$ cat src/rtl/stack_ptr_encoder_if.sv
// Command/status bundle between the stack controller and the
// top-of-stack pointer tracker.
interface stack_ptr_encoder_if;
    logic       PUSH;
    logic       POP;
    logic       LOAD;
    logic [7:0] D;
    logic       CLR_ERR;
    logic [7:0] SEL;
    logic [2:0] PTR;
    logic [3:0] COUNT;
    logic       EMPTY;
    logic       FULL;
    logic       ERR;

    modport master (
        output PUSH, POP, LOAD, D, CLR_ERR,
        input  SEL, PTR, COUNT, EMPTY, FULL, ERR
    );

    modport slave (
        input  PUSH, POP, LOAD, D, CLR_ERR,
        output SEL, PTR, COUNT, EMPTY, FULL, ERR
    );
endinterface

$ cat src/rtl/stack_ptr_encoder.sv
// One-hot top-of-stack register for the 8-slot stack, encoded back
// to a binary pointer with occupancy, full/empty and sticky error.
module stack_ptr_encoder #(
    parameter int DEPTH = 8,
    parameter int PTR_W = 3
) (
    input  logic CLK,
    input  logic RST_N,
    stack_ptr_encoder_if.slave bus
);
    logic [DEPTH-1:0] sel_q, sel_d;
    logic             err_q, err_d;
    logic             err_set;
    logic             d_multi;
    logic             empty;
    logic [PTR_W-1:0] ptr;

    assign empty   = (sel_q == '0);
    assign d_multi = |(bus.D & (bus.D - 8'd1));

    always_comb begin
        sel_d   = sel_q;
        err_set = 1'b0;
        if (bus.LOAD) begin
            if (d_multi) err_set = 1'b1;
            else         sel_d   = bus.D;
        end else if (bus.PUSH && !bus.POP) begin
            if (sel_q[DEPTH-1]) err_set = 1'b1;
            else if (empty)     sel_d   = DEPTH'(1);
            else                sel_d   = sel_q << 1;
        end else if (bus.POP && !bus.PUSH) begin
            if (empty) err_set = 1'b1;
            else       sel_d   = sel_q >> 1;
        end
        // A new error outranks a same-cycle clear
        err_d = err_set | (err_q & ~bus.CLR_ERR);
    end

    always_ff @(posedge CLK or negedge RST_N) begin
        if (!RST_N) begin
            sel_q <= '0;
            err_q <= 1'b0;
        end else begin
            sel_q <= sel_d;
            err_q <= err_d;
        end
    end

    always_comb begin
        ptr = '0;
        unique case (1'b1)
            sel_q[0]: ptr = 3'd0;
            sel_q[1]: ptr = 3'd1;
            sel_q[2]: ptr = 3'd2;
            sel_q[3]: ptr = 3'd3;
            sel_q[4]: ptr = 3'd4;
            sel_q[5]: ptr = 3'd5;
            sel_q[6]: ptr = 3'd6;
            sel_q[7]: ptr = 3'd7;
            default:  ptr = 3'd0;
        endcase
    end

    assign bus.SEL   = sel_q;
    assign bus.PTR   = ptr;
    assign bus.COUNT = empty ? 4'd0 : {1'b0, ptr} + 4'd1;
    assign bus.EMPTY = empty;
    assign bus.FULL  = sel_q[DEPTH-1];
    assign bus.ERR   = err_q;
endmodule

$ cat src/flat_wrapper.sv
// flat-port wrapper written by rule: the top's interface ports become plain ports
module stack_ptr_encoder_flat 
#(
    parameter int DEPTH = 8,
    parameter int PTR_W = 3
)
  (CLK, RST_N, bus_PUSH, bus_POP, bus_LOAD, bus_D, bus_CLR_ERR, bus_SEL, bus_PTR, bus_COUNT, bus_EMPTY, bus_FULL, bus_ERR);
  stack_ptr_encoder_if bus_i ();
  input  logic CLK;
  input  logic RST_N;
  input wire logic [$bits(bus_i.PUSH)-1:0] bus_PUSH;
  input wire logic [$bits(bus_i.POP)-1:0] bus_POP;
  input wire logic [$bits(bus_i.LOAD)-1:0] bus_LOAD;
  input wire logic [$bits(bus_i.D)-1:0] bus_D;
  input wire logic [$bits(bus_i.CLR_ERR)-1:0] bus_CLR_ERR;
  output wire logic [$bits(bus_i.SEL)-1:0] bus_SEL;
  output wire logic [$bits(bus_i.PTR)-1:0] bus_PTR;
  output wire logic [$bits(bus_i.COUNT)-1:0] bus_COUNT;
  output wire logic [$bits(bus_i.EMPTY)-1:0] bus_EMPTY;
  output wire logic [$bits(bus_i.FULL)-1:0] bus_FULL;
  output wire logic [$bits(bus_i.ERR)-1:0] bus_ERR;
  assign bus_i.PUSH = bus_PUSH;
  assign bus_i.POP = bus_POP;
  assign bus_i.LOAD = bus_LOAD;
  assign bus_i.D = bus_D;
  assign bus_i.CLR_ERR = bus_CLR_ERR;
  assign bus_SEL = bus_i.SEL;
  assign bus_PTR = bus_i.PTR;
  assign bus_COUNT = bus_i.COUNT;
  assign bus_EMPTY = bus_i.EMPTY;
  assign bus_FULL = bus_i.FULL;
  assign bus_ERR = bus_i.ERR;
  stack_ptr_encoder #(.DEPTH(DEPTH), .PTR_W(PTR_W)) u_core (.CLK(CLK), .RST_N(RST_N), .bus(bus_i));
endmodule
$ cat config.mk
export PLATFORM = sky130hd
export DESIGN_NAME = stack_ptr_encoder_flat
export DESIGN_NICKNAME = d
export VERILOG_FILES = /design/src/rtl/stack_ptr_encoder_if.sv /design/src/rtl/stack_ptr_encoder.sv /design/src/flat_wrapper.sv
export SDC_FILE = /design/constraint.sdc
export NUM_CORES = 1
export LEC_CHECK = 0
export ABC_AREA = 1
export BUFFER_PORTS_ARGS = -buffer_cell sky130_fd_sc_hd__clkbuf_2
export CAP_MARGIN = 20
export CORE_UTILIZATION = 51
export CTS_CLUSTER_DIAMETER = 50
export CTS_CLUSTER_SIZE = 40
export DETAILED_ROUTE_END_ITERATION = 10
export PLACE_DENSITY_LB_ADDON = 0.25
export SLEW_MARGIN = 15
export SYNTH_ARGS = -nofsm -noshare
export SYNTH_HDL_FRONTEND = slang
export SYNTH_SLANG_ARGS = --single-unit
export TNS_END_PERCENT = 20
$ cat constraint.sdc
create_clock -name CLK -period 3 [get_ports CLK]
set_clock_uncertainty 0.05 [all_clocks]
set_input_delay 0 -clock CLK [delete_from_list [all_inputs] [get_ports CLK]]
set_output_delay 0 -clock CLK [all_outputs]
set_load 0.005 [all_outputs]
# Yosys cells after proc, flatten, opt, wreduce, memory -nomap -nowiden
# Index checks and enable logic that the tools add are counted.
word_totals:
  out_inout_bits: 18
  wordCells: 36
  ff_bits: 9
  inputBits: 14
classes:
  n_reduce_logical: 9
  add_sub_neg: 2
  muxes: 15
  bitwise_logic: 4
  n_eq_ne: 3
ops:
  columns: ["op", "count"]
  rows:
  - ["8-bit 2-to-1 mux", 7]
  - ["3-bit one-hot mux with 7 select lines", 1]
  - ["8-bit bitwise AND", 1]
  - ["8-bit zero test", 1]
  - ["8-bit OR reduction", 1]
  - ["8-bit by 1-bit subtractor with 8-bit output (second input constant)", 1]
  - ["1-bit 2-to-1 mux", 6]
  - ["3-bit != test (second input constant)", 2]
  - ["3-bit by 1-bit adder with 4-bit output (second input constant)", 1]
  - ["4-bit 2-to-1 mux", 1]
  - ["4-bit AND reduction", 1]
  - ["3-bit AND reduction", 1]
  - ["3-bit nonzero test", 1]
  - ["1-bit logical AND", 2]
  - ["1-bit zero test", 2]
  - ["2-bit != test (second input constant)", 1]
  - ["1-bit bitwise AND", 1]
  - ["1-bit NOT", 1]
  - ["1-bit OR", 1]

# Depth between registers and ports, before layout
# Gate-level depths: netlist of the first run.
depth:
  word_depth: 6
  ltp_mapped: 9

# Least setup slack after synthesis of the first run
# Ideal clock, no wire load.
synth_timing:
  kind: "reg2out"
  start: "register u_core.sel_q[7], in the netlist u_core.bus.SEL[7]"
  end: "output bus_COUNT[2]"
  required_ps: 2950
  path_stages_with_launch: 7
  arrival_ps: 1456
  n_path_buf: 0
  path_slack_ps: 1494
  path_cell_list: "dfrtp_1 > or2_2 > nor3_1 > inv_1 > ha_1 > xnor2_1 > nor2_1"
synth_between:
  elab_chain_cells: 3
synth_lines:
  columns: ["element", "line_no", "text"]
  rows:
  - ["from (decl)", "stack_ptr_encoder.sv:11", "logic [DEPTH-1:0] sel_q, sel_d;"]
  - ["from (signal assigned)", "stack_ptr_encoder.sv:44", "sel_q <= sel_d;"]
  - ["3-bit one-hot mux with 7 select lines", "stack_ptr_encoder.sv:51", "unique case (1'b1)"]
  - ["net bus_PTR[0]", "flat_wrapper.sv:17", "output wire logic [$bits(bus_i.PTR)-1:0] bus_PTR;"]
  - ["3-bit by 1-bit adder with 4-bit output", "stack_ptr_encoder.sv:66", "assign bus.COUNT = empty ? 4'd0 : {1'b0, ptr} + 4'd1;"]
  - ["4-bit 2-to-1 mux", "stack_ptr_encoder.sv:66", null]
  - ["to (decl)", "flat_wrapper.sv:18", "output wire logic [$bits(bus_i.COUNT)-1:0] bus_COUNT;"]
# The timed path passes the listed nets, and every way through them passes these cells.

# Worst setup path after layout of the first run
layout_timing:
  start: "register u_core.sel_q[7], in the netlist u_core.bus.SEL[7]"
  end: "output bus_COUNT[2]"
layout_between:
  elab_chain_cells: 3
layout_lines:
  columns: ["element", "line_no"]
  rows:
  - ["3-bit one-hot mux with 7 select lines", "stack_ptr_encoder.sv:51"]
  - ["3-bit by 1-bit adder with 4-bit output", "stack_ptr_encoder.sv:66"]
  - ["4-bit 2-to-1 mux *", "stack_ptr_encoder.sv:66"]
# Every way passes the cells marked *; elsewhere a longest branch is shown, timed or not.

==> run metrics, run 1 <==
status completed; Slew @ Worst Pin 0.432 ns; Max VDD drop 315 uV; leading cell type in the layout, fill and taps excluded nand2_1; unrepaired setup endpoints after global routing false; fraction of layout cells with a size suffix above 1 27.6%; setup TNS 0 ns; die footprint 0.00175 mm^2; Critical Path Start u_core.bus.SEL[7]; post-synthesis compound-gate area fraction 15.3%; I/O pins 32; synthesized-area fraction occupied by adder cells 1.55%; number of global-route vias before repair 838; gpl congestion 0.859; DP HPWL 1570 um; Cell variety after synth 24; footprint of the multi-input gates 523 um^2; Hold Violations, Final 0; clock latency on the worst-skew pair 0.27 ns; startpoint type of the worst setup path flop; Syn. warnings 0; CTS H-Tree Depth 1; Hold WC Path Type input port to flop; clk slew on worst S/H paths 0.07 ns; Filler cells 141; R2R Path End u_core.bus.SEL[4]; #FFs+latches synth 9; critical path endpoint bus_COUNT[2]; internal reg-to-reg setup slack 1.41 ns; Layout Area Growth over Synthesis 24.6%; net count after synthesis 138; commonest cells after routing, fill and taps aside nand2_1 (41), clkbuf_2 (31), nor2_1 (19), a21oi_1 (12), inv_1 (10); Setup Buffers After CTS 0; Worst Setup End Kind output port; Cells after Synth 123; Finished Core Util 67.6%; sequential element share of the synthesized area 27.9%; Mapped Area 808 um^2; CTS tree done; initial antenna violation count 0; initial core utilization 54.3%; fmax 0.502 GHz; DR iter-0 viols 15; post-layout min period 1.99 ns; total gr overflow 0; Crit Path Max Fanout 9; core box area 0.00149 mm^2; multiplexer share of the synthesized area 0%; R2R depth 7; Simple-Gate Fraction of Synth Area 46.7%; total wire length 2060 um; diode count 0; row count 14; max_slew headroom 71.2%; # Max-Cap Violations 0; Hold Path Stages 3; Leak 0.000545 uW; first-pass GRT wire length 3640 um; Power Density 495 mW/mm^2; clk root buf clkbuf_4; port bufs 31; drt drc 0; critical path data arrival time 1.94 ns; final setup fails 0; Crit Path Class flop to output port; routed vias/inst 5.35; Final Max Tran Viols 0; CTS sink cnt 9; DRT Pass-1 Iters 4; CTS Buf Count 3; die width 41.8 um; nets@finish 172; Vias 920; worst r2r src u_core.bus.SEL[7]; GRT Overall Usage 27.0%; XOR/XNOR Fraction of Synth Area 1.08%; die height 41.8 um; clk buf depth 2; Avg WL per Cell 12.0 um; register cell area after layout 225 um^2; largest net degree at the start of global routing 14; remaining antenna violation count 0; main combinational cell family by area after synthesis simple AND/OR/NAND/NOR gates; CP Data Required Time 2.95 ns; final worst-path cycle share 66.4%; hold slack 0.0125 ns; synthesized area per cell 6.57 um^2
## registers in the layout (all words and copies together), names as in the netlist
register        flops
u_core.bus.SEL      8
u_core.bus.ERR      1
## per-stage QoR
step | instance area [um^2] | total power, uW | std cells | setup slack, ns
6_report | 1010 | 498 | 172 | 1.01
5_1_grt | 1010 | 541 | 172 | 0.850
4_1_cts | 1010 | 501 | 172 | 1.01
3_5_place_dp | 961 | 398 | 166 | 1.31
3_3_place_gp | 961 | 391 | 166 | 1.41
2_1_floorplan | 808 | 310 | 123 | 1.49
## cell type report
type / instances / share of cell area (%)
sequential: 9 / 22.4
clock buffer: 4 / 2.61
timing repair buffer: 33 / 17.4
tap: 16 / 1.99
inverter: 10 / 3.73
multi-input combinational: 100 / 51.9
## power by group
part | switching, uW | internal (uW)
logic | 122 | 98.1
registers | 34.4 | 143
clock network | 49.1 | 51.4
total | 206 | 293
## critical path, stage by stage (launching register included)
cell and delay (ns):
dfrtp_1 0.49, or2_2 0.31, nor3_1 0.21, inv_1 0.12, ha_1 0.23, xnor2_1 0.12, nor2_1 0.08, clkbuf_2 0.11
## routing by layer
metal	track usage, %	part of all wire [%]	wire, um	vias up
met2	41.9	46	948	41
met3	5.65	6.8	139	6
met4	12.3	1.7	34	0
li1	-	-	-	473
met5	0	0	0	-
met1	36.0	45	935	400
## synthesized netlist by cell type, drive strengths merged
cell type | n | area [um^2]
nand2 | 42 | 165
nor2 | 21 | 88.8
a21oi | 12 | 60.1
inv | 10 | 37.5
dfrtp | 9 | 225
nand4 | 8 | 56.3
nand3 | 5 | 50.0
o21ai | 5 | 36.3
buf | 4 | 22.5
or2 | 2 | 12.5
ha | 1 | 12.5
nor3 | 1 | 5.00
o2111ai | 1 | 8.76
o21bai | 1 | 18.8
xnor2 | 1 | 8.76
## cell families after synthesis
kind of cell,after synthesis
AO/OA/AOI/OAI,19
adder cells (fa/ha/maj),1
AND/OR/NAND/NOR,79
buffers and inverters,14
XOR/XNOR,1
flip-flops,9
## repair_timing
item,4_1_cts,5_1_grt
resized for setup,0,0
hold buffers,2,0
endpoints found under the hold margin,10,0
## how the worst min path moves through the flow
stage | start | end | slack, ns
after floorplan | RST_N | u_core.bus.ERR | -0.35
after global placement | RST_N | u_core.bus.ERR | -0.18
after detailed placement | RST_N | u_core.bus.ERR | -0.17
after CTS | bus_D[7] | u_core.bus.SEL[7] | 0.01
after global routing | bus_D[7] | u_core.bus.SEL[7] | 0.06
final | bus_D[7] | u_core.bus.SEL[7] | 0.01
Note: power is estimated with default switching activity, not from simulation.
==> inputs of run 2 (changes only) <==
--- a/config.mk
+++ b/config.mk
@@ -8,7 +8,7 @@
 export ABC_AREA = 1
 export BUFFER_PORTS_ARGS = -buffer_cell sky130_fd_sc_hd__clkbuf_2
 export CAP_MARGIN = 20
-export CORE_UTILIZATION = 51
+export CORE_UTILIZATION = 47
 export CTS_CLUSTER_DIAMETER = 50
 export CTS_CLUSTER_SIZE = 40
 export DETAILED_ROUTE_END_ITERATION = 10
==> constraint.sdc (replaced) <==
create_clock -name CLK -period 2 [get_ports CLK]
set_clock_uncertainty 0.05 [all_clocks]
set_input_delay 0 -clock CLK [delete_from_list [all_inputs] [get_ports CLK]]
set_output_delay 0 -clock CLK [all_outputs]
set_load 0.005 [all_outputs]
==> run 2 against run 1 <==
Against the previous run:
- the run now ends with DRC, hold timing left
- flip-flop and latch count stayed put
- global-route usage is 2.8 points lower
- critical endpoint unchanged
- combinational power up 51%
- hold slack worse by 0.023 ns
- sequential power up 51%
- die area up 8.1%
- non-clock buffer count is 1 higher
- via count up 2.1%
- utilization decreased by 2.2 points
- highest routed layer unchanged
- largest cell class unchanged
==> run metrics, run 2 (synthesis results as in run 1) <==
Max VDD drop 577 uV (+83%); met3 Resource Use GR 3.75% (-1.9 points); max_slew headroom 73.3% (+2.1 points); M2 GR Usage 37.6% (-4.3 points); Critical Path Stages 7 (unchanged); # Max-Cap Violations 0 (unchanged); Crit Path Max Fanout 9 (unchanged); fraction of layout cells with a size suffix above 1 29.3% (+1.7 points); Final Max Tran Viols 0 (unchanged); status finished with violations; startpoint type of the worst setup path flop; gpl congestion 0.857 (-0.17%); row count 14 (unchanged); die footprint 0.00189 mm^2 (+8.1%); final setup fails 0 (unchanged); setup ws final 0.157 ns (-0.851 ns); CP max stage cell dfrtp_2; core box area 0.00156 mm^2 (+4.7%); unrepaired setup endpoints after global routing false; Worst Setup End Kind output port; initial antenna violation count 0 (unchanged); dpl ws 0.341 ns (-0.970 ns); clk root buf clkbuf_4; Hold Path Stages 3 (unchanged); nets@finish 173 (+0.58%); max reg flops 8 (unchanged); CTS H-Tree Depth 1 (unchanged); clk buf depth 2 (unchanged); CTS tree done; critical path data arrival time 1.79 ns (-0.15 ns); Crit Path Class flop to output port; CTS sink cnt 9 (unchanged); remaining antenna violation count 0 (unchanged); R2R depth 7 (unchanged); placed cells 167 (+0.60%); Hold Violations, Final 1 (+1); drt drc 6 (+6); Slew @ Worst Pin 0.400 ns (-0.0318 ns); commonest cells after routing, fill and taps aside nand2_1 (41), clkbuf_2 (31), nor2_1 (19), a21oi_1 (12), inv_1 (10); diode count 0 (unchanged); Power Density 736 mW/mm^2 (+49%); Vias 939 (+2.1%); post-route insts no fill 173 (+0.58%); largest net degree at the start of global routing 12 (-2); die height 43.5 um (+4.0%); CP delay by family, top simple AND/OR/NAND/NOR gates; Setup Buffers After CTS 0 (unchanged); Layout Area Growth over Synthesis 26.3%; hold slack -0.0107 ns (-0.0232 ns); routed vias/inst 5.43 (+1.5%); leading cell type in the layout, fill and taps excluded nand2_1; Cell Chain, Critical Path or2_2 > nor3_2 > inv_1 > ha_1 > xnor2_1 > nor2_1 > clkbuf_2; slowest cell delay on critical path 0.48 ns (about the same); post-layout min period 1.84 ns; DR iter-0 viols 49 (+34); total wire length 2010 um (-2.4%); CTS Buf Count 3 (unchanged); clock latency on the worst-skew pair 0.27 ns (about the same); DRT Pass-1 Iters 7 (+3); die width 43.5 um (+4.0%); I/O pins 32 (unchanged); DP HPWL 1530 um (-2.5%); Leak 0.000550 uW (+0.93%); fmax 0.543 GHz; total gr overflow 0 (unchanged); final worst-path cycle share 92.2%; port bufs 31 (unchanged); GRT Overall Usage 24.3% (-2.8 points); Avg WL per Cell 11.6 um (-2.9%); CP Data Required Time 1.95 ns (-1.00 ns); Hold WC Path Type input port to flop; number of global-route vias before repair 789 (-5.8%); Finished Core Util 65.5% (-2.2 points); failing checks DRC, hold timing; GR peak layer met2; first-pass GRT wire length 3480 um (-4.4%); clk slew on worst S/H paths 0.07 ns (about the same); initial core utilization 51.8% (-2.4 points); met1 Usage GRT 35.7% (-0.29 points); Worst Path Buf+Inv 2 (unchanged); setup TNS 0 ns (unchanged)
run 2: changes by cell type in the layout (fill, tap and decap cells not counted), sizes merged:
cell  before  now
buf        0    1
run 2: final timing paths:
| check | slack [ns] | endpoint | startpoint |
|---|---|---|---|
| worst min register to register | 0.48 | u_core.bus.SEL[0] | u_core.bus.SEL[0] |
| worst max register to register | 0.44 | u_core.bus.SEL[1] | u_core.bus.SEL[7] |
| worst min-delay path | -0.01 | u_core.bus.SEL[7] | bus_D[7] |
| worst max-delay path | 0.16 | bus_COUNT[2] | u_core.bus.SEL[7] |
| min in group asynchronous | 0.07 | u_core.bus.SEL[5] | RST_N |
| max in group asynchronous | 1.62 | u_core.bus.SEL[7] | RST_N |
run 2: layout make-up:
cell class | instances | area (um^2)
clock buffer | 4 | 26.3
inverter | 10 | 37.5
timing repair buffer | 34 | 183
tap | 16 | 20.0
multi-input combinational | 100 | 528
sequential | 9 | 226
fill | 147 | 538
run 2: per-layer routing:
layer / up-vias / share of wire (%)
met5: - / 0
met4: 0 / 1.4
met3: 4 / 7.8
met2: 50 / 46
met1: 409 / 45
li1: 476 / -
run 2: repair_timing:
item	CTS	global route
hold endpoints to repair	10	0
hold buffers	2	0
gates resized for setup	0	2
setup endpoints to repair	0	2
run 2: metrics by stage:
| step | instance area, um^2 | hold WS, ns | total power, uW |
|---|---|---|---|
| final | 1020 | -0.0107 | 751 |
| after global routing | 1020 | 0.0402 | 813 |
| after CTS | 1010 | 0.00413 | 748 |
| after detailed placement | 968 | -0.170 | 596 |
| after global placement | 968 | -0.180 | 589 |
| after floorplan | 808 | -0.346 | 465 |
run 2: where the power goes:
| group | total [uW] | switching [uW] | internal (uW) | leakage [uW] |
|---|---|---|---|---|
| Clock | 151 | 74.0 | 77.2 | 0.0000150 |
| Combinational | 332 | 183 | 149 | 0.000426 |
| Sequential | 268 | 52.2 | 215 | 0.000109 |
| Total | 751 | 310 | 441 | 0.000550 |
run 2: worst reg2reg max path, cell delays in order, from the launching register on:
cell	delay [ns]
dfrtp_2	0.48
nor2_2	0.22
nand2_4	0.11
o21ai_4	0.18
nand3_4	0.15
nand3_4	0.17
nand2_1	0.07
nand2_1	0.06
